==> src/rtl/csa_operand_collector.sv <==
`default_nettype none
// ============================================================================
// Module   : csa_operand_collector
// Brief    : Gathers four serial words into an operand group for a 4:2 CSA.
// Revision : 1.0
// ============================================================================
module csa_operand_collector #(
    parameter int WIDTH = 4
) (
    input  logic             clk,
    input  logic             rst,
    input  logic [WIDTH-1:0] in_data,
    input  logic             in_valid,
    output logic             in_ready,
    input  logic             flush,
    output logic [WIDTH-1:0] op_a,
    output logic [WIDTH-1:0] op_b,
    output logic [WIDTH-1:0] op_c,
    output logic [WIDTH-1:0] op_d,
    output logic             out_valid,
    input  logic             out_ready,
    output logic [2:0]       col_cnt,
    output logic [7:0]       grp_count
);

    localparam int         NUM_SLOTS = 4;
    localparam logic [2:0] FULL_CNT  = 3'd4;

    logic [WIDTH-1:0] slot_q [NUM_SLOTS];
    logic [WIDTH-1:0] op_q   [NUM_SLOTS];
    logic [2:0]       col_cnt_q;
    logic [2:0]       col_cnt_d;
    logic             out_valid_q;
    logic             out_valid_d;
    logic [7:0]       grp_count_q;

    logic             w_xfer;
    logic             w_accept;
    logic             w_drain;
    logic [1:0]       w_wr_idx;

    always_comb begin
        w_xfer   = (col_cnt_q == FULL_CNT) && (!out_valid_q || out_ready) && !flush;
        in_ready = !rst && !flush && ((col_cnt_q < FULL_CNT) || w_xfer);
        w_accept = in_valid && in_ready;
        w_drain  = out_valid_q && out_ready;
        // A word arriving on the transfer edge starts the next group in s0.
        w_wr_idx = w_xfer ? 2'd0 : col_cnt_q[1:0];
    end

    always_comb begin
        col_cnt_d = col_cnt_q;
        if (flush) begin
            col_cnt_d = 3'd0;
        end else if (w_xfer) begin
            col_cnt_d = w_accept ? 3'd1 : 3'd0;
        end else if (w_accept) begin
            col_cnt_d = col_cnt_q + 3'd1;
        end
    end

    always_comb begin
        out_valid_d = out_valid_q;
        if (w_xfer) begin
            out_valid_d = 1'b1;
        end else if (w_drain) begin
            out_valid_d = 1'b0;
        end
    end

    always_ff @(posedge clk) begin
        if (rst) begin
            col_cnt_q   <= 3'd0;
            out_valid_q <= 1'b0;
            grp_count_q <= 8'd0;
            for (int i = 0; i < NUM_SLOTS; i++) begin
                slot_q[i] <= '0;
                op_q[i]   <= '0;
            end
        end else begin
            col_cnt_q   <= col_cnt_d;
            out_valid_q <= out_valid_d;
            if (w_accept) begin
                slot_q[w_wr_idx] <= in_data;
            end
            if (w_xfer) begin
                for (int i = 0; i < NUM_SLOTS; i++) begin
                    op_q[i] <= slot_q[i];
                end
            end
            if (w_drain) begin
                grp_count_q <= grp_count_q + 8'd1;
            end
        end
    end

    assign op_a      = op_q[0];
    assign op_b      = op_q[1];
    assign op_c      = op_q[2];
    assign op_d      = op_q[3];
    assign out_valid = out_valid_q;
    assign col_cnt   = col_cnt_q;
    assign grp_count = grp_count_q;

endmodule
`default_nettype wire
==> config.mk <==
export PLATFORM = sky130hd
export DESIGN_NAME = csa_operand_collector
export DESIGN_NICKNAME = d
export VERILOG_FILES = /design/src/rtl/csa_operand_collector.sv
export SDC_FILE = /design/constraint.sdc
export NUM_CORES = 1
export LEC_CHECK = 0
export ABC_AREA = 1
export ABC_CLOCK_PERIOD_IN_PS = 2500
export CAP_MARGIN = 25
export CORE_MARGIN = 2
export CORE_UTILIZATION = 50
export DETAILED_ROUTE_END_ITERATION = 10
export PLACE_DENSITY = 0.78
export SLEW_MARGIN = 20
export SYNTH_ARGS = -nofsm -noshare
export SYNTH_HDL_FRONTEND = slang
export SYNTH_SLANG_ARGS = --single-unit
==> constraint.sdc <==
create_clock -name clk -period 2.5 [get_ports clk]
set_input_delay 0.5 -clock clk [delete_from_list [all_inputs] [get_ports clk]]
set_output_delay 0.5 -clock clk [all_outputs]
set_load 0.01 [all_outputs]
==> flow_metrics.py <==
metrics = {
    "sta": {
        "finalSetupViolations": 0,
        "min_period_ps": 2130,
        "relSlewSlack_pct": 77.9,
        "timing.hold.ws_ps": 518,
        "slew_violations": 0,
        "worst_pin_slew_ps": 330,
        "rsz0062_at_grt": "false",
        "fin_worst_skew_ps": 8.32,
        "finalSetupTns_ps": 0,
        "fin_crit_sh_pct": 85.0,
        "max_freq_mhz": 471,
        "finalHoldViolCount": 0,
    },
    "synth": {
        "synth-async-reset-ratio_pct": 0,
        "synth.distinct_cells": 21,
        "synth.area.top_cells": "edfxtp_1 51%, dfxtp_1 13%, nor2_1 8.7%",
        "synth_enable_flop_cells": 32,
        "postSynthAreaPerCell_um2": 9.92,
        "yosysTopAreaCellShare_pct": 50.7,
        "syn_inst": 191,
        "postSynthRegisterBits": 44,
        "ys_seq_area_share_pct": 63.4,
        "syn_nets": 203,
        "yosys_warnings": 0,
        "synth.most_common_cell": "nor2_1",
        "ys_top_cells_by_count": "44 x nor2_1, 34 x inv_1, 32 x edfxtp_1",
        "netlist.top_cell.by_area": "edfxtp_1",
        "synth_area_um2": 1900,
        "synth_flop_cell": "edfxtp_1",
    },
    "layout": {
        "syn_to_final_growth_pct": 30.6,
        "fillers": 283,
        "layout-drive-gt1-share_pct": 10.8,
        "n_antenna_cell": 0,
        "stdcell_count": 289,
        "nNetsFinal": 252,
    },
    "grt": {
        "grt_pass1_wl_mm": 4.89,
        "grt_pass1_vias": 1144,
        "gr-usage-all-layers_pct": 15.4,
        "antenna_found_initial": 0,
        "gr-total-overflow": 0,
        "grt_start_max_net_pins": 18,
    },
    "clocking": {
        "clkLatencyLatePin_ps": 290,
        "numClockSinks": 44,
        "clk_pin_slew_ps": 80,
        "cts_tree": "done",
        "ctsHtreeMaxLevel": 2,
        "cts-root-buf": "clkbuf_8",
        "cts.path.max_buffers": 2,
        "numCtsBuffers": 5,
        "hold_buffers": 0,
    },
    "min_path": {
        "hp-class": "reg -> reg",
        "min_from": "grp_count[5]",
        "hold_end": "grp_count[5]",
        "whs_path_depth": 2,
    },
    "drt": {
        "antenna_left": 0,
        "wl_met3_um": 154,
        "dr_total_vias": 1288,
        "viasPerCell": 4.46,
        "routed.top_layer": "met4",
        "wl_met1_mm": 1.22,
        "dr.pass1.iters": 4,
        "first_iter_violations": 40,
        "drc": 0,
        "routed_wl_mm": 2.92,
        "routedWlPerCell_um": 10.1,
        "route.met2.wl_mm": 1.48,
    },
    "place": {
        "globalplace.congestion": 0.843,
        "dp_cells": 281,
        "io_buffers": 37,
        "hpwlAfterDp_mm": 2.19,
    },
    "pwr": {
        "ir_worst_vdd_v": 0.000322,
        "p_leak_nw": 1.03,
        "power_density_nw_per_um2": 573,
    },
    "setup_path": {
        "crit_fanout": 10,
        "required_ps": 2460,
        "critPathLaunchType": "primary input",
        "startpoint": "out_ready",
        "worstReg2RegStart": "col_cnt[0]",
        "end_kind": "flop",
        "ff2ff_setup_slack_ps": 590,
        "reg2regPathDepth": 11,
        "reg2reg_to": "slot_q[3][3]",
        "worstSetupPathType": "in -> reg",
        "cp.arrival_ps": 2090,
    },
    "job": {
        "cap_violations": 0,
    },
    "floorplan": {
        "die_h_um": 65.6,
        "die_area_um2": 4300,
        "fp-row-count": 22,
        "die_w_um": 65.6,
        "initial_core_util_pct": 51.8,
        "ioPinCount": 38,
        "core-area_um2": 3660,
    },
    "outcome": {
        "status": "completed",
    },
}
## layer usage
| metal | track usage [%] | vias to the layer above |
|---|---|---|
| met1 | 18.8 | 557 |
| met5 | 0 | - |
| met4 | 8.59 | 0 |
| li1 | - | 693 |
| met3 | 3.77 | 7 |
| met2 | 25.1 | 31 |
## how the worst max path moves through the flow
stage                        end  cells past startpoint
detailed placement  slot_q[3][2]                     10
finish              slot_q[3][3]                     10
floorplan           slot_q[3][0]                      9
global placement        in_ready                      6
CTS                     in_ready                      6
global route        slot_q[3][0]                     10
## cell families (layout without fill, tap and decap cells)
kind of cell	Yosys count	count (layout)	synth area share, %
and+or+nand+nor	93	93	23.5
DFF	44	44	63.4
buffers and inverters	40	90	8.05
AOI/OAI and AO/OA	10	10	2.64
adders and majority gates	3	3	1.98
xor gates and xnor gates	1	1	0.462
## final cells by class
cell class,count,area (µm²),share of cell area [%]
Sequential cell,44,1200,48.5
Timing Repair Buffer,43,418,16.9
Tap cell,48,60.1,2.43
Clock inverter,2,35.0,1.41
Multi-Input combinational cell,107,542,21.9
Inverter,39,148,5.96
Clock buffer,6,72.6,2.93
## layout by cell type (no fill, tap or decap), types with 4 or more instances in the layout
cell type,synthesis,routed
nand3_1,5,5
dfxtp_1,12,12
nand2_1,30,30
o21ai_0,4,4
nand4_1,4,4
a21oi_1,6,6
clkbuf_8,0,5
edfxtp_1,32,32
inv_1,34,34
nor2_1,44,44
buf_4,0,6
clkdlybuf4s50_1,0,36
## sequential cells by signal, summed over array words and instances, names as in the netlist
signal,count
slot_q,16
op_q,16
out_valid,1
grp_count,8
col_cnt,3
## worst max-delay path, stage by stage
cell	delay, ps
clkdlybuf4s50_1	490
inv_1	50
nand2_1	130
nand3_4	80
buf_4	160
nand2_2	90
nand3_4	170
nand2_1	100
nand2_1	50
nor2_1	270
## report_power, final
part	internal (mW)	leakage, nW	switching (mW)	total [mW]
logic	0.0419	0.544	0.0480	0.0900
registers	0.803	0.427	0.00539	0.808
clock network	0.296	0.0552	0.224	0.520
total	1.14	1.03	0.277	1.42
## metrics by stage
step	setup WS (ps)	total power [mW]	area, µm²	util [%]
2_1_floorplan	803	0.866	1900	-
6_report	375	1.42	2480	67.6
4_1_cts	54.5	1.43	2470	67.6
5_1_grt	223	1.47	2480	67.6
3_3_place_gp	55.5	0.913	2370	64.6
3_5_place_dp	51.3	0.916	2370	64.6
## timing repair
action | CTS | global route
endpoints found under the setup margin | 0 | 1
resized for setup | 0 | 1
buffers inserted | 0 | 0
endpoints found under the hold margin | 0 | 0
Note: power is estimated with default switching activity, not from simulation.
